--- config.mk ---
export PLATFORM = sky130hd
export DESIGN_NAME = silife_sched
export DESIGN_NICKNAME = d
export VERILOG_FILES = /design/src/rtl/silife_sched.sv
export SDC_FILE = /design/constraint.sdc
export NUM_CORES = 1
export LEC_CHECK = 0
export BUFFER_PORTS_ARGS = -buffer_cell sky130_fd_sc_hd__buf_2
export CAP_MARGIN = 20
export CORE_MARGIN = 2
export CORE_UTILIZATION = 54
export DETAILED_ROUTE_END_ITERATION = 12
export GPL_TIMING_DRIVEN = 0
export PLACE_DENSITY = 0.78
export SETUP_SLACK_MARGIN = 0.02
export SYNTH_ARGS = -nofsm -noshare
export SYNTH_HDL_FRONTEND = slang
export SYNTH_SLANG_ARGS = --single-unit
--- constraint.sdc ---
create_clock -name clk -period 4.5 [get_ports clk]
set_input_delay 0.45 -clock clk [delete_from_list [all_inputs] [get_ports clk]]
set_output_delay 0.45 -clock clk [all_outputs]
set_load 0.01 [all_outputs]
--- src/rtl/silife_sched.sv ---
// ---------------------------------------------------------------------------
// silife_sched -- operation scheduler for the life grid core.
//
// Serialises two sources of work onto the life grid core:
//   * host operations (step / write row / read row / nop) with a
//     request-acknowledge handshake, and
//   * a periodic auto-stepper driven by a free-running period timer.
// Simultaneous requests are arbitrated round-robin. All outputs are
// registered.
//
// Ports
//   clk, rst           : system clock, synchronous active-high reset
//   host_req           : host request, held until host_ack
//   host_op            : 00 step, 01 write row, 10 read row, 11 nop
//   host_row           : row for write/read
//   host_wdata         : row data for write
//   host_ack           : one-cycle completion pulse (host operations only)
//   host_rdata         : read result, held until the next read completes
//   auto_en            : enables the auto-stepper
//   auto_period        : cycles between auto steps, 0 disables
//   life_row_select    : row address to the life grid core
//   life_wr_en         : row write strobe to the life grid core
//   life_en            : generation step strobe to the life grid core
//   life_data_in       : row write data to the life grid core
//   life_data_out      : row read data from the life grid core
//   busy               : high whenever the scheduler is not idle
//   miss_count         : (SILIFE_SCHED_STATS_EN only) saturating count of
//                        timer wraps that found an auto step still pending
//
// Build option
//   SILIFE_SCHED_STATS_EN : adds the miss_count output and its counter.
//                           Without it, overrun wraps simply merge into the
//                           single pending auto step.
// ---------------------------------------------------------------------------
module silife_sched #(
  parameter int CNT_W = 24
) (
  input  logic             clk,
  input  logic             rst,
  input  logic             host_req,
  input  logic [1:0]       host_op,
  input  logic [4:0]       host_row,
  input  logic [7:0]       host_wdata,
  output logic             host_ack,
  output logic [7:0]       host_rdata,
  input  logic             auto_en,
  input  logic [CNT_W-1:0] auto_period,
  output logic [4:0]       life_row_select,
  output logic             life_wr_en,
  output logic             life_en,
  output logic [7:0]       life_data_in,
  input  logic [7:0]       life_data_out,
  output logic             busy
`ifdef SILIFE_SCHED_STATS_EN
  ,
  output logic [7:0]       miss_count
`endif
);

  localparam logic [1:0] OP_STEP  = 2'b00;
  localparam logic [1:0] OP_WRITE = 2'b01;
  localparam logic [1:0] OP_READ  = 2'b10;
  localparam logic [1:0] OP_NOP   = 2'b11;

  typedef enum logic [2:0] {
    S_IDLE,
    S_STEP,
    S_WRITE,
    S_RD_SETUP,
    S_RD_CAP,
    S_ACK
  } state_t;

  state_t           state_q;
  state_t           state_d;

  // auto_step_q marks the step in flight as auto-initiated (returns to IDLE
  // without an ACK). prefer_auto_q is set after a host grant so the next
  // tie goes to the auto-stepper; its reset value gives the first tie to
  // the host.
  logic             auto_step_q;
  logic             prefer_auto_q;

  logic [CNT_W-1:0] timer_q;
  logic             auto_pending_q;

  logic             auto_active;
  logic             timer_wrap;
  logic             is_idle;
  logic             grant_host;
  logic             grant_auto;

  logic             host_ack_d;
  logic             life_en_d;
  logic             life_wr_en_d;
  logic             busy_d;
  logic [4:0]       row_sel_d;
  logic [7:0]       data_in_d;
  logic [7:0]       rdata_d;

`ifdef SILIFE_SCHED_STATS_EN
  function automatic logic [7:0] sat_inc8(input logic [7:0] v);
    sat_inc8 = (v == 8'hFF) ? v : v + 8'd1;
  endfunction
`endif

  // Timer control and arbitration
  always_comb begin
    auto_active = auto_en && (auto_period != '0);
    // >= rather than == so that shrinking the period below the current
    // count wraps on the very next cycle instead of running to overflow.
    timer_wrap  = auto_active && (timer_q >= (auto_period - CNT_W'(1)));
    is_idle     = (state_q == S_IDLE);
    grant_host  = is_idle && host_req && !(auto_pending_q && prefer_auto_q);
    grant_auto  = is_idle && auto_pending_q && !grant_host;
  end

  // Next-state logic
  always_comb begin
    state_d = state_q;
    case (state_q)
      S_IDLE: begin
        if (grant_host) begin
          case (host_op)
            OP_STEP:  state_d = S_STEP;
            OP_WRITE: state_d = S_WRITE;
            OP_READ:  state_d = S_RD_SETUP;
            default:  state_d = S_ACK;
          endcase
        end else if (grant_auto) begin
          state_d = S_STEP;
        end
      end
      S_STEP:     state_d = auto_step_q ? S_IDLE : S_ACK;
      S_WRITE:    state_d = S_ACK;
      S_RD_SETUP: state_d = S_RD_CAP;
      S_RD_CAP:   state_d = S_ACK;
      S_ACK:      state_d = S_IDLE;
      default:    state_d = S_IDLE;
    endcase
  end

  // Next values for the registered outputs. Row address and write data are
  // captured straight from the host inputs in the grant cycle, so later
  // changes on those inputs cannot reach the grid.
  always_comb begin
    host_ack_d   = (state_d == S_ACK);
    life_en_d    = (state_d == S_STEP);
    life_wr_en_d = (state_d == S_WRITE);
    busy_d       = (state_d != S_IDLE);
    row_sel_d    = life_row_select;
    data_in_d    = life_data_in;
    rdata_d      = host_rdata;
    if (grant_host && ((host_op == OP_WRITE) || (host_op == OP_READ))) begin
      row_sel_d = host_row;
    end
    if (grant_host && (host_op == OP_WRITE)) begin
      data_in_d = host_wdata;
    end
    if (state_q == S_RD_CAP) begin
      rdata_d = life_data_out;
    end
  end

  // FSM state and grant bookkeeping
  always_ff @(posedge clk) begin
    if (rst) begin
      state_q       <= S_IDLE;
      auto_step_q   <= 1'b0;
      prefer_auto_q <= 1'b0;
    end else begin
      state_q <= state_d;
      if (grant_host) begin
        auto_step_q   <= 1'b0;
        prefer_auto_q <= 1'b1;
      end else if (grant_auto) begin
        auto_step_q   <= 1'b1;
        prefer_auto_q <= 1'b0;
      end
    end
  end

  // Registered outputs
  always_ff @(posedge clk) begin
    if (rst) begin
      host_ack        <= 1'b0;
      life_en         <= 1'b0;
      life_wr_en      <= 1'b0;
      busy            <= 1'b0;
      life_row_select <= '0;
      life_data_in    <= '0;
      host_rdata      <= '0;
    end else begin
      host_ack        <= host_ack_d;
      life_en         <= life_en_d;
      life_wr_en      <= life_wr_en_d;
      busy            <= busy_d;
      life_row_select <= row_sel_d;
      life_data_in    <= data_in_d;
      host_rdata      <= rdata_d;
    end
  end

  // Auto-step timer. A wrap always (re)arms the pending flag, even in the
  // cycle the previous pending step is granted; otherwise a grant clears it.
  always_ff @(posedge clk) begin
    if (rst || !auto_active) begin
      timer_q        <= '0;
      auto_pending_q <= 1'b0;
    end else if (timer_wrap) begin
      timer_q        <= '0;
      auto_pending_q <= 1'b1;
    end else begin
      timer_q        <= timer_q + CNT_W'(1);
      auto_pending_q <= auto_pending_q && !grant_auto;
    end
  end

`ifdef SILIFE_SCHED_STATS_EN
  // A wrap that finds the previous step still pending is a lost step.
  always_ff @(posedge clk) begin
    if (rst) begin
      miss_count <= 8'd0;
    end else if (timer_wrap && auto_pending_q) begin
      miss_count <= sat_inc8(miss_count);
    end
  end
`endif

endmodule

* Word-level counts from Yosys, hierarchy flattened
Cells that the tools add are included.
** Cells by class
- Magnitude comparators :: 1
- Reduce and logical (&&, ||, !) cells :: 24
- Muxes and demuxes :: 8
- Equality and inequality tests :: 9
- Add/sub/neg operators :: 2
** Operator list (number)
- $add A24 B1 Y24 const B :: 1
- $ge A24 B24 Y1 :: 1
- $reduce_bool A24 Y1 :: 1
- $sub A24 B1 Y24 const B :: 1
- $pmux W3 S4 :: 1
- $logic_and A1 B1 Y1 :: 10
- $eq A3 B2 Y1 const B :: 3
- $mux W3 :: 3
- $pmux W3 S3 :: 1
- $eq A3 B1 Y1 const B :: 2
- $eq A3 B3 Y1 const B :: 2
- $reduce_or A2 Y1 :: 3
- $logic_not A1 Y1 :: 4
- $logic_not A3 Y1 :: 1
- $mux W1 :: 3
- $reduce_bool A3 Y1 :: 1
- $eq A2 B1 Y1 const B :: 1
- $eq A2 B2 Y1 const B :: 1
- $logic_not A2 Y1 :: 1
- $logic_or A1 B1 Y1 :: 2
- $reduce_bool A2 Y1 :: 1
** Word-level totals
- Output and inout port bits :: 25
- Register bits :: 55
- Word-level logic and storage cells :: 56

* Logic depth before layout (Yosys ltp)
Gate-level depths: netlist (run 1).
- Depth after elaboration :: 9
- Depth in mapped cells :: 13
- Gate-level depth less buffers :: 12

* Least setup slack after synthesis (run 1)
Ideal clock, no wire load.
- Path kind :: input to register
- Start :: input port auto_period[5]
- End :: register timer_q[10]
- Setup time :: 0.132 ns
- Arrival :: 3.243 ns
- Buffers on the path :: 1
- Stages on the path :: 11
- Slack :: 1.125 ns
- Required time :: 4.368 ns
- Path through :: or4_4 -> or3_4 -> or3_4 -> nor3b_2 -> xnor2_1 -> ha_1 -> nand4_1 -> nor3_1 -> o211a_2 -> clkbuf_1 -> nor3_1
** On the way
- Cells in the longest elaborated chain, start to end :: 5
** RTL lines
- from (decl) :: RTL line 47 : input logic [CNT_W-1:0] auto_period,
- parallel branches: the longest is 4 deep, another holds $sub A24 B1 Y24
- $reduce_or A2 Y1 (no source line) *
- to (signal assigned) :: RTL line 214 : timer_q <= timer_q + CNT_W'(1);
- to (decl) :: RTL line 84 : logic [CNT_W-1:0] timer_q;
Mark *: on every way between the ends.
A chain may end at the register's enable or synchronous reset.

* Worst setup path in the final report (run 1)
- Start :: input port auto_period[5]
- End :: register timer_q[11]
The elaborated chain is that of the path after synthesis.

==> results of run 1 <==
synthesized netlist by cell type (3+ instances only):
cell	count
sky130_fd_sc_hd__a21oi_1	19
sky130_fd_sc_hd__a31oi_1	3
sky130_fd_sc_hd__and3_1	3
sky130_fd_sc_hd__buf_1	4
sky130_fd_sc_hd__clkbuf_1	5
sky130_fd_sc_hd__dfxtp_1	55
sky130_fd_sc_hd__ha_1	29
sky130_fd_sc_hd__inv_1	8
sky130_fd_sc_hd__mux2i_1	13
sky130_fd_sc_hd__nand2_1	25
sky130_fd_sc_hd__nand3_1	17
sky130_fd_sc_hd__nand4_1	12
sky130_fd_sc_hd__nor2_1	32
sky130_fd_sc_hd__nor3_1	32
sky130_fd_sc_hd__nor4_1	8
sky130_fd_sc_hd__o211ai_1	3
sky130_fd_sc_hd__o21a_1	3
sky130_fd_sc_hd__o21ai_0	6
sky130_fd_sc_hd__or2_2	3
sky130_fd_sc_hd__or3_1	3
sky130_fd_sc_hd__or4_4	3
sky130_fd_sc_hd__xnor2_1	25
sky130_fd_sc_hd__xor2_1	18
cells by family after synthesis:
family,Yosys count,share of synthesized area
compound gates,41,0.0784
simple gates,157,0.271
mux,13,0.0412
xor+xnor,43,0.119
flops,55,0.348
fa+ha+maj,29,0.115
buf+inv,19,0.0273
per-stage QoR:
step           hold WS, ps  instance area, µm²  cells  worst slack (ps)  utilization
2_1_floorplan          471                3160    357              1130            -
3_3_place_gp           440                3630    504               551        0.651
3_5_place_dp           444                3630    504               468        0.651
4_1_cts                354                3760    512               797        0.675
5_1_grt                361                3760    512               525        0.675
6_report               365                3760    512               805        0.675
final cells by class:
| type | count | share of cell area |
|---|---|---|
| Timing Repair Buffer | 75 | 0.0997 |
| Sequential cell | 55 | 0.293 |
| Tap cell | 72 | 0.0239 |
| Buffer | 11 | 0.0150 |
| Inverter | 8 | 0.00798 |
| Clock inverter | 3 | 0.0180 |
| Clock buffer | 5 | 0.0183 |
| Multi-Input combinational cell | 283 | 0.525 |
state kept, by name (all words and copies together), names as in the netlist:
register,cells
life_wr_en,1
life_row_select,5
busy,1
host_rdata,8
timer_q,24
auto_pending_q,1
life_en,1
host_ack,1
life_data_in,8
prefer_auto_q,1
state_q,3
auto_step_q,1
final timing paths:
| check | startpoint | end | slack [ps] | cells after the start |
|---|---|---|---|---|
| max | auto_period[5] | timer_q[11] | 800 | 12 |
| min | rst | state_q[1] | 360 | 2 |
| max reg2reg | timer_q[0] | timer_q[19] | 2140 | 8 |
| min reg2reg | life_data_in[0] | life_data_in[0] | 460 | 2 |
per-layer routing:
layer,share of wire,vias up
li1,-,1452
met2,0.51,37
met4,0.011,0
met5,0,-
met3,0.028,9
met1,0.45,1312
where the power goes:
group	total (mW)	switching (mW)	internal, mW
sequential	0.547	0.0225	0.525
combinational	0.253	0.138	0.115
clock	0.383	0.162	0.222
total	1.18	0.322	0.861
worst max-delay path, cell delays in order:
cell and delay [ps]:
sky130_fd_sc_hd__buf_2 130, sky130_fd_sc_hd__or4_4 560, sky130_fd_sc_hd__or3_4 420, sky130_fd_sc_hd__or3_4 390
sky130_fd_sc_hd__nor3b_2 220, sky130_fd_sc_hd__xnor2_1 90, sky130_fd_sc_hd__ha_1 320, sky130_fd_sc_hd__nand4_1 150
sky130_fd_sc_hd__nor3_1 280, sky130_fd_sc_hd__o211a_2 340, sky130_fd_sc_hd__clkbuf_1 410, sky130_fd_sc_hd__nor3_1 120
==> summary.log, run 1 <==
qor: status.run_status complete, no violations
qor: clock_tree.clkSlewWorstSetupHoldPaths 100 ps
qor: synth.yosys_warning_total 0
qor: finish.drive_above_1_share 0.232
qor: timing.finalWorstPathRequiredPeriod 3700 ps
qor: grt.grt_overflow 0
qor: grt.grt_antenna_before_repair 0
qor: detailed_routing.drtPass1Iterations 7
qor: synth.synth_sequential_area_ratio 0.348
qor: place.numPortBuffers 75
qor: timing.final_report_setup_violation_count 0
qor: clock_tree.postCtsResizedCells 0
qor: synth.syn_avg_cell_area 8.86 µm²
qor: timing.timing.final.crit_share 0.821
qor: timing.rsz0062_at_grt false
qor: clock_tree.cts_tree done
qor: floorplanning.core_area 0.00557 mm²
qor: worst_setup_path.critPathArrivalTime 3880 ps
qor: finish.layout.nets 519
qor: synth.postSynthRegisterBits 55
qor: synth.post_synthesis_net_count 437
qor: timing.tightest_slew 863 ps
qor: grt.grt_pass1_wl 11400 µm
qor: timing.max_freq 271 MHz
qor: timing.final.setup.tns 0 ps
qor: timing.timing.final.max_slew_violations 0
qor: floorplanning.ports_placed_on_the_boundary 76
qor: grt.globalRouteMet1Util 0.279
qor: finish.multi_input_gate_area_in_the_final_layout 0.00197 mm²
qor: detailed_routing.post_drt_via_cell_ratio 5.49
qor: synth.synth_flop_cell sky130_fd_sc_hd__dfxtp_1
qor: worst_setup_path.critical_path_class primary input to register
qor: worst_setup_path.critical_path_required 4680 ps
qor: synth.netlist_area 0.00316 mm²
qor: floorplanning.fp.dieArea 0.00648 mm²
qor: timing.final_hold_violating_endpoints 0
qor: synth.count_of_cell_types_in_the_netlist 44
qor: job.drv.max_cap_violation_count 0
qor: detailed_routing.drtAntennaViolNets 0
qor: timing.clock-skew-final 5.60 ps
qor: clock_tree.postCtsSetupRepairBufs 0
qor: clock_tree.h-tree-depth 2
qor: clock_tree.cts_buffer_depth 2
qor: synth.synth_largest_area_cell sky130_fd_sc_hd__dfxtp_1
qor: pwr.leakage 1.53 nW
qor: finish.n_fill_cell 482
qor: pwr.power.density_cell_area 314 mW/mm²
qor: finish.area_growth 19.0%
qor: pwr.power 1.18 mW
qor: clock_tree.worst_skew_pair.late_latency 310 ps
qor: grt.met3_capacity_usage_during_global_routing 0.0348
qor: synth.synth_cells 357
qor: clock_tree.cts_made_buffers 5
qor: floorplanning.rows 27
qor: synth.number_of_flops_mapped_to_enable_cells_by_yosys 0
qor: worst_setup_path.cp-end-kind register
qor: grt.gr-usage-met2 0.379
qor: floorplanning.die_x 80.5 µm
qor: worst_setup_path.worst-path-max-fanout 10
qor: finish.mostFrequentLayoutCell sky130_fd_sc_hd__buf_2
qor: place.place_congestion 0.830
qor: detailed_routing.detail_route.drc_violations 0
qor: grt.first_global_vias 2639
qor: finish.antenna_cells_inserted 0
qor: clock_tree.ctsHoldBuffers 0
qor: hold_path.min-delay-path-class primary input to register
qor: worst_setup_path.startpoint_type primary input
qor: grt.track_usage 0.219
qor: grt.grt_max_degree 18
qor: detailed_routing.wl_per_cell 13.3 µm
qor: synth.yosys-top-cells-area sky130_fd_sc_hd__dfxtp_1 (35%), sky130_fd_sc_hd__ha_1 (11%), sky130_fd_sc_hd__xnor2_1 (6.9%)
qor: finish.seqCellArea 0.00110 mm²
qor: detailed_routing.first_iter_violations 86
qor: detailed_routing.postRouteWirelength 6830 µm
qor: synth.post-synth-top-area-fraction 0.348
qor: pwr.max-vdd-ir-drop 271 µV
qor: floorplanning.die_height 80.5 µm
qor: floorplanning.initial_core_util 0.567
qor: clock_tree.clkSinkCount 55
qor: grt.top_usage_layer met2
qor: place.place.detailed.hpwl 5380 µm
qor: timing.slew-limit-headroom 0.420
qor: synth.async_reset_ff_frac 0
qor: detailed_routing.dr_total_vias 2810
qor: clock_tree.clock_tree.root_cell sky130_fd_sc_hd__clkbuf_8
qor: finish.most-common-layout-cells sky130_fd_sc_hd__buf_2 (75), sky130_fd_sc_hd__dfxtp_1 (55), sky130_fd_sc_hd__nor3_1 (32), sky130_fd_sc_hd__nor2_1 (32), sky130_fd_sc_hd__ha_1 (29)
No activity file was read; power rests on OpenSTA's default activity.
==> run 2, diff against run 1 <==
--- a/config.mk
+++ b/config.mk
@@ -5,13 +5,14 @@
 export SDC_FILE = /design/constraint.sdc
 export NUM_CORES = 1
 export LEC_CHECK = 0
+export ABC_AREA = 1
 export BUFFER_PORTS_ARGS = -buffer_cell sky130_fd_sc_hd__buf_2
 export CAP_MARGIN = 20
 export CORE_MARGIN = 2
-export CORE_UTILIZATION = 54
+export CORE_UTILIZATION = 50
 export DETAILED_ROUTE_END_ITERATION = 12
 export GPL_TIMING_DRIVEN = 0
-export PLACE_DENSITY = 0.78
+export PLACE_DENSITY = 0.75
 export SETUP_SLACK_MARGIN = 0.02
 export SYNTH_ARGS = -nofsm -noshare
 export SYNTH_HDL_FRONTEND = slang
==> constraint.sdc (replaced) <==
create_clock -name clk -period 3.3 [get_ports clk]
set_input_delay 0.33 -clock clk [delete_from_list [all_inputs] [get_ports clk]]
set_output_delay 0.33 -clock clk [all_outputs]
set_load 0.01 [all_outputs]
==> summary.log, run 2 <==
qor: clock_tree.cts_buffer_depth 2 [unchanged]
qor: clock_tree.cts_tree done
qor: finish.most-common-layout-cells sky130_fd_sc_hd__nor2_1 (102), sky130_fd_sc_hd__nand2_1 (96), sky130_fd_sc_hd__buf_2 (75)
qor: finish.layout.nets 675 [+30%]
qor: detailed_routing.drtPass1Iterations 4 [-3]
qor: grt.grt_pass1_wl 14400 µm [+27%]
qor: worst_setup_path.startpoint_type primary input
qor: synth.post-synth-top-area-fraction 0.292 [-0.0564]
qor: synth.number_of_flops_mapped_to_enable_cells_by_yosys 0 [unchanged]
qor: floorplanning.core_area 0.00729 mm² [+31%]
qor: timing.max_freq 363 MHz
qor: pwr.max-vdd-ir-drop 202 µV [-26%]
qor: floorplanning.ports_placed_on_the_boundary 76 [unchanged]
qor: finish.largest_reg_flops 24 [unchanged]
qor: clock_tree.h-tree-depth 2 [unchanged]
qor: timing.hold_ws 233 ps [-132 ps]
qor: detailed_routing.postRouteWirelength 8550 µm [+25%]
qor: place.numPortBuffers 75 [unchanged]
qor: timing.slew-limit-headroom 0.755 [+0.336]
qor: grt.first_global_vias 3372 [+28%]
qor: timing.final_report_setup_violation_count 0 [unchanged]
qor: worst_setup_path.critPathArrivalTime 2960 ps [-920 ps]
qor: grt.grt_overflow 0 [unchanged]
qor: synth.yosys_warning_total 0 [unchanged]
qor: timing.timing.final.crit_share 0.836
qor: synth.synth_top_cells_by_count sky130_fd_sc_hd__nor2_1 (102), sky130_fd_sc_hd__nand2_1 (96), sky130_fd_sc_hd__inv_1 (59)
qor: place.place.detailed.hpwl 7110 µm [+32%]
qor: clock_tree.clock_tree.root_cell sky130_fd_sc_hd__clkbuf_8
qor: synth.synth_cells 513 [+44%]
qor: clock_tree.cts_made_buffers 5 [unchanged]
qor: detailed_routing.first_iter_violations 111 [+29%]
qor: timing.finalWorstPathRequiredPeriod 2760 ps
qor: finish.biggestRegsByFlops timer_q (24), host_rdata (8), life_data_in (8)
qor: worst_setup_path.critical_path_required 3500 ps [-1180 ps]
qor: job.drv.max_cap_violation_count 0 [unchanged]
qor: worst_setup_path.critical_path_class primary input to register
qor: detailed_routing.drtAntennaViolNets 0 [unchanged]
qor: floorplanning.rows 31 [+15%]
qor: synth.synth_sequential_area_ratio 0.292 [-0.0564]
qor: detailed_routing.dr_total_vias 3460 [+23%]
qor: detailed_routing.wl_per_cell 12.3 µm [-7.7%]
qor: place.post-place-ws 191 ps [-277 ps]
qor: finish.drive_above_1_share 0.232 [-0.000275]
qor: grt.grt_max_degree 19 [+1]
qor: synth.yosys.cell_count.top_type sky130_fd_sc_hd__nor2_1
qor: floorplanning.die_x 90.9 µm [+13%]
qor: synth.synth_largest_area_cell sky130_fd_sc_hd__dfxtp_1
qor: timing.clock-skew-final 6.12 ps [+0.522 ps]
qor: timing.rsz0062_at_grt false
qor: timing.tightest_slew 364 ps [-499 ps]
qor: place.place_congestion 0.910 [+9.7%]
qor: floorplanning.fp.dieArea 0.00826 mm² [+27%]
qor: synth.netlist_area 0.00377 mm² [+19%]
qor: finish.antenna_cells_inserted 0 [unchanged]
qor: synth.synth_flop_cell sky130_fd_sc_hd__dfxtp_1
qor: pwr.leakage 2.01 nW [+32%]
qor: detailed_routing.detail_route.drc_violations 0 [unchanged]
qor: detailed_routing.post_drt_via_cell_ratio 4.98 [-9.3%]
qor: finish.area_growth 15.7%
qor: clock_tree.postCtsResizedCells 0 [unchanged]
qor: floorplanning.initial_core_util 0.517 [-0.0499]
qor: pwr.power 1.58 mW [+33%]
qor: clock_tree.clkSinkCount 55 [unchanged]
qor: timing.final.setup.tns 0 ps [unchanged]
qor: status.run_status complete, no violations
qor: clock_tree.postCtsSetupRepairBufs 0 [unchanged]
qor: grt.track_usage 0.209 [-0.00971]
qor: synth.syn_avg_cell_area 7.35 µm² [-17%]
qor: finish.mostFrequentLayoutCell sky130_fd_sc_hd__nor2_1
qor: synth.post_synthesis_net_count 593 [+36%]
qor: timing.timing.final.max_slew_violations 0 [unchanged]
qor: timing.final_hold_violating_endpoints 0 [unchanged]
qor: finish.top_register timer_q
qor: synth.postSynthRegisterBits 55 [unchanged]
qor: synth.count_of_cell_types_in_the_netlist 34 [-23%]
qor: worst_setup_path.cp-end-kind register
qor: pwr.power.density_cell_area 361 mW/mm² [+15%]
qor: clock_tree.ctsHoldBuffers 0 [unchanged]
qor: hold_path.min-delay-path-class primary input to register
qor: clock_tree.worst_skew_pair.late_latency 310 ps [about the same]
qor: timing.worst_slack 542 ps [-262 ps]
qor: floorplanning.die_height 90.9 µm [+13%]
qor: synth.async_reset_ff_frac 0 [unchanged]
qor: clock_tree.clkSlewWorstSetupHoldPaths 110 ps [about the same]
qor: worst_setup_path.worst-path-max-fanout 10 [unchanged]
qor: synth.yosys-top-cells-area sky130_fd_sc_hd__dfxtp_1 (29%), sky130_fd_sc_hd__nor2_1 (10%), sky130_fd_sc_hd__ha_1 (9.6%)
qor: grt.grt_antenna_before_repair 0 [unchanged]
==> run 2: changes by cell type in the layout (fill, tap and decap cells not counted), moves of 6 or more <==
cell / delta
sky130_fd_sc_hd__a21oi_1: -10
sky130_fd_sc_hd__inv_1: +51
sky130_fd_sc_hd__mux2i_1: -13
sky130_fd_sc_hd__nand2_1: +71
sky130_fd_sc_hd__nand3_1: -6
sky130_fd_sc_hd__nor2_1: +70
sky130_fd_sc_hd__nor2_2: +6
sky130_fd_sc_hd__nor2_4: +25
sky130_fd_sc_hd__nor3_1: -24
sky130_fd_sc_hd__nor4_1: -7
sky130_fd_sc_hd__o21ai_0: +16
==> run 2: kinds of logic after synthesis <==
family,share of synthesized area
AND/OR/NAND/NOR,0.389
buffers and inverters,0.0753
flip-flops,0.292
XOR/XNOR,0.0929
AO/OA/AOI/OAI,0.0547
adder cells (fa/ha/maj),0.0962
==> run 2: layer usage <==
metal  vias to the layer above  GRT usage  part of all wire
li1                       1781          -                 -
met1                      1602      0.257              0.46
met2                        66      0.379              0.49
met3                        11     0.0376             0.039
met4                         0     0.0467             0.012
met5                         -          0                 0
==> run 2: area by class of cell <==
class | count | area, µm²
plain buffers | 4 | 47.5
flip-flops and latches | 55 | 1100
multi-input cells | 391 | 2390
repair buffers | 75 | 375
clock buffers | 5 | 68.8
well taps | 99 | 124
fillers | 699 | 2930
clock inverters | 3 | 25.0
inverters | 63 | 236
==> run 2: worst paths after layout <==
| kind | start | end | slack, ps | depth (start not counted) |
|---|---|---|---|---|
| setup / recovery | auto_period[0] | timer_q[5] | 540 | 17 |
| hold / removal | host_wdata[1] | life_data_in[1] | 230 | 3 |
| hold reg to reg | timer_q[0] | timer_q[0] | 460 | 1 |
| setup reg to reg | timer_q[15] | timer_q[5] | 1380 | 9 |
==> run 2: where the power goes <==
part | leakage [nW] | internal (mW) | switching (mW) | total [mW]
clock network | 0.0443 | 0.152 | 0.231 | 0.384
logic | 1.52 | 0.159 | 0.260 | 0.419
registers | 0.447 | 0.736 | 0.0359 | 0.772
==> run 2: stage by stage <==
stage | util | area [µm²] | instances
after floorplan | - | 3770 | 513
after global placement | 0.586 | 4270 | 687
after detailed placement | 0.586 | 4270 | 687
after CTS | 0.599 | 4370 | 695
after global routing | 0.599 | 4370 | 695
final | 0.599 | 4370 | 695
==> run 2: worst max-delay path: stages <==
cell                      delay [ps]
sky130_fd_sc_hd__buf_2            90
sky130_fd_sc_hd__inv_1            90
sky130_fd_sc_hd__ha_1            250
sky130_fd_sc_hd__nand2_2         140
sky130_fd_sc_hd__nor3_2          260
sky130_fd_sc_hd__nand3_1         180
sky130_fd_sc_hd__xnor2_1         180
sky130_fd_sc_hd__inv_1            60
sky130_fd_sc_hd__ha_1            260
sky130_fd_sc_hd__nand2_1          60
sky130_fd_sc_hd__nor2_1          150
sky130_fd_sc_hd__nand4_1         140
sky130_fd_sc_hd__inv_1           170
sky130_fd_sc_hd__nand2_1         130
sky130_fd_sc_hd__nand4_4         200
sky130_fd_sc_hd__buf_12          200
sky130_fd_sc_hd__nor2_4           40
==> run 3, diff against run 2 <==
--- a/config.mk
+++ b/config.mk
@@ -9,10 +9,10 @@
 export BUFFER_PORTS_ARGS = -buffer_cell sky130_fd_sc_hd__buf_2
 export CAP_MARGIN = 20
 export CORE_MARGIN = 2
-export CORE_UTILIZATION = 50
+export CORE_UTILIZATION = 56
 export DETAILED_ROUTE_END_ITERATION = 12
 export GPL_TIMING_DRIVEN = 0
-export PLACE_DENSITY = 0.75
+export PLACE_DENSITY = 0.79
 export SETUP_SLACK_MARGIN = 0.02
 export SYNTH_ARGS = -nofsm -noshare
 export SYNTH_HDL_FRONTEND = slang
==> constraint.sdc (replaced) <==
create_clock -name clk -period 2.7 [get_ports clk]
set_input_delay 0.27 -clock clk [delete_from_list [all_inputs] [get_ports clk]]
set_output_delay 0.27 -clock clk [all_outputs]
set_load 0.01 [all_outputs]
==> summary.log, run 3 (same netlist as run 2, synthesis figures left out) <==
qor: timing.finalWorstPathRequiredPeriod 2590 ps
qor: clock_tree.clkSinkCount 55 [unchanged]
qor: finish.layout.nets 683 [+1.2%]
qor: timing.timing.final.max_slew_violations 0 [unchanged]
qor: grt.track_usage 0.233 [+0.0240]
qor: timing.final_hold_violating_endpoints 0 [unchanged]
qor: detailed_routing.wl_per_cell 12.8 µm [+3.9%]
qor: floorplanning.die_x 86.1 µm [-5.3%]
qor: place.placed_cell_area 0.00424 mm² [-0.64%]
qor: clock_tree.cts_tree done
qor: hold_path.min_from host_wdata[0]
qor: floorplanning.ports_placed_on_the_boundary 76 [unchanged]
qor: hold_path.worst_hold_path.num_cells 3 [unchanged]
qor: floorplanning.core_area 0.00642 mm² [-12%]
qor: clock_tree.clock_tree.root_cell sky130_fd_sc_hd__clkbuf_8
qor: finish.n_fill_cell 538 [-23%]
qor: worst_setup_path.timing.reg2reg.worst_path_depth 8 [-1]
qor: timing.tightest_slew 384 ps [+20.5 ps]
qor: finish.seqCellArea 0.00110 mm² [unchanged]
qor: job.drv.max_cap_violation_count 0 [unchanged]
qor: finish.most-common-layout-cells sky130_fd_sc_hd__nor2_1 (99), sky130_fd_sc_hd__nand2_1 (94), sky130_fd_sc_hd__buf_2 (75)
qor: worst_setup_path.worstPathCellList buf_2 > or2_4 > nor2_4 > nand2_4 > nor2_8 > nand2_4 > nor3_4 > xnor2_2 > ha_1 > a21oi_2 > nor2_1 > nor2_1 > nand2_1 > a21oi_4 > nand4_4 > clkbuf_16 > nor2_4
qor: floorplanning.rows 29 [-6.5%]
qor: clock_tree.clkSlewWorstSetupHoldPaths 90 ps [-20 ps]
qor: pwr.intPower 1.29 mW [+23%]
qor: worst_setup_path.highest_delay_cell_along_the_critical_path sky130_fd_sc_hd__ha_1
qor: pwr.max-vdd-ir-drop 335 µV [+66%]
qor: finish.multi_input_gate_area_in_the_final_layout 0.00245 mm² [+2.5%]
qor: finish.finish.instance_area 0.00448 mm² [+2.7%]
qor: grt.first_global_vias 3282 [-2.7%]
qor: pwr.swShare 0.327 [-0.00826]
qor: place.place.detailed.hpwl 6970 µm [-2.1%]
qor: detailed_routing.drtAntennaViolNets 0 [unchanged]
qor: clock_tree.worst_skew_pair.late_latency 300 ps [about the same]
qor: clock_tree.cts_buffer_depth 2 [unchanged]
qor: timing.final_report_setup_violation_count 0 [unchanged]
qor: worst_setup_path.regToRegStartpoint timer_q[15]
qor: floorplanning.die_height 86.1 µm [-5.3%]
qor: finish.top_register timer_q
qor: worst_setup_path.critPathArrivalTime 2830 ps [-130 ps]
qor: detailed_routing.first_iter_violations 137 [+23%]
qor: status.run_status complete, no violations
qor: pwr.switchingPower 0.626 mW [+19%]
qor: timing.clock-skew-final 4.61 ps [-1.51 ps]
qor: grt.grt_antenna_before_repair 0 [unchanged]
qor: worst_setup_path.slowest_delay 330 ps [+70 ps]
qor: finish.mostFrequentLayoutCell sky130_fd_sc_hd__nor2_1
qor: grt.grt_pass1_wl 14100 µm [-2.3%]
qor: place.place_congestion 0.864 [-5.1%]
qor: pwr.leakage 2.09 nW [+3.7%]
qor: detailed_routing.dr_total_vias 3490 [+0.87%]
qor: pwr.power 1.91 mW [+22%]
qor: clock_tree.cts_made_buffers 5 [unchanged]
qor: finish.biggestRegsByFlops timer_q (24), host_rdata (8), life_data_in (8)
qor: clock_tree.ctsHoldBuffers 0 [unchanged]
qor: hold_path.min-delay-path-class primary input to register
qor: detailed_routing.drtPass1Iterations 4 [unchanged]
qor: timing.max_freq 387 MHz
qor: grt.grt_max_degree 17 [-2]
qor: pwr.clk_network_pwr_share 0.229 [-0.015]
qor: finish.largest_reg_flops 24 [unchanged]
qor: floorplanning.fp.dieArea 0.00741 mm² [-10%]
qor: floorplanning.initial_core_util 0.587 [+0.0700]
qor: grt.grt_overflow 0 [unchanged]
qor: timing.timing.final.crit_share 0.958
qor: clock_tree.h-tree-depth 2 [unchanged]
qor: pwr.power.density_cell_area 427 mW/mm² [+18%]
qor: pwr.proportion_of_power_drawn_by_flip_flops_and_latches 0.491 [about the same]
qor: hold_path.worstHoldEndpoint life_data_in[0]
qor: detailed_routing.detail_route.drc_violations 0 [unchanged]
qor: detailed_routing.postRouteWirelength 8700 µm [+1.8%]
qor: worst_setup_path.worst-path-max-fanout 8 [-2]
qor: finish.drive_above_1_share 0.258 [+0.0267]
qor: finish.area_growth 18.8%
qor: worst_setup_path.critical_path_required 2950 ps [-550 ps]
qor: worst_setup_path.startpoint_type primary input
qor: worst_setup_path.cp-end-kind register
qor: detailed_routing.post_drt_via_cell_ratio 5.12 [+2.9%]
qor: worst_setup_path.r2r_setup_slack 690 ps [-690 ps]
qor: place.numPortBuffers 75 [unchanged]
qor: worst_setup_path.critical_path.reg2reg.endpoint timer_q[10]
qor: finish.post-route-util 0.698 [+0.0994]
qor: timing.final.setup.tns 0 ps [unchanged]
qor: timing.slew-limit-headroom 0.744 [-0.0114]
qor: pwr.p_comb_frac 0.280 [+0.014]
qor: worst_setup_path.critical_path_class primary input to register
qor: finish.antenna_cells_inserted 0 [unchanged]
-- run 3: changes by cell type in the layout (fill, tap and decap cells not counted), moves of 2 or more --
cell	previous run	this run
sky130_fd_sc_hd__buf_4	0	6
sky130_fd_sc_hd__inv_1	59	56
sky130_fd_sc_hd__inv_2	4	7
sky130_fd_sc_hd__nor2_1	102	99
sky130_fd_sc_hd__clkbuf_16	0	2
sky130_fd_sc_hd__clkinv_4	2	0
sky130_fd_sc_hd__nand2_1	96	94
sky130_fd_sc_hd__nor2_2	6	8
sky130_fd_sc_hd__nor3_2	5	3
sky130_fd_sc_hd__nor3_4	0	2
-- run 3: metal layers --
layer | part of all wire | vias to the layer above | global-route usage
met4 | 0.011 | 0 | 0.0563
met2 | 0.49 | 86 | 0.394
met3 | 0.042 | 10 | 0.0356
met1 | 0.45 | 1599 | 0.311
li1 | - | 1795 | -
met5 | 0 | - | 0
-- run 3: worst max path at each step --
stage | from | to | slack (ps) | cells after the start
3_3_place_gp | auto_period[0] | timer_q[9] | -210 | 17
6_report | auto_period[3] | timer_q[10] | 110 | 17
3_5_place_dp | auto_period[0] | timer_q[10] | -300 | 17
4_1_cts | auto_period[0] | timer_q[10] | 40 | 17
2_1_floorplan | auto_period[0] | timer_q[10] | 250 | 16
5_1_grt | auto_period[0] | timer_q[17] | -0.09 | 19
-- run 3: critical path, delay by kind of cell --
kind | cells | cell delay [ps]
XOR/XNOR | 1 | 100
adder cells (fa/ha/maj) | 1 | 330
buffers and inverters | 2 | 390
AO/OA/AOI/OAI | 2 | 310
AND/OR/NAND/NOR | 11 | 1410
-- run 3: power groups by stage --
stage / sequential (mW) / clock [mW] / combinational [mW]
floorplan: 0.994 / 0 / 0.291
global placement: 0.954 / 0 / 0.497
detailed placement: 0.958 / 0 / 0.516
CTS: 0.940 / 0.452 / 0.517
global route: 0.951 / 0.484 / 0.600
finish: 0.940 / 0.438 / 0.537
-- run 3: final cells by class --
| cell class | count | area share |
|---|---|---|
| Clock buffer | 6 | 0.0162 |
| Tap cell | 77 | 0.0215 |
| Timing Repair Buffer | 83 | 0.105 |
| Sequential cell | 55 | 0.246 |
| Clock inverter | 2 | 0.00279 |
| Buffer | 4 | 0.0106 |
| Inverter | 63 | 0.0527 |
| Multi-Input combinational cell | 391 | 0.546 |
-- run 3: per-stage QoR --
stage	worst slack [ps]	std cells	hold slack [ps]
CTS	36.1	673	183
global route	-0.0919	681	194
finish	115	681	189
floorplan	246	513	342
detailed placement	-296	665	441
global placement	-213	665	429
-- run 3: what timing repair did --
item | in CTS | in global routing
resized for setup | 0 | 16
endpoints found under the setup margin | 0 | 20
buffers inserted | 0 | 6
hold endpoints to repair | 0 | 0
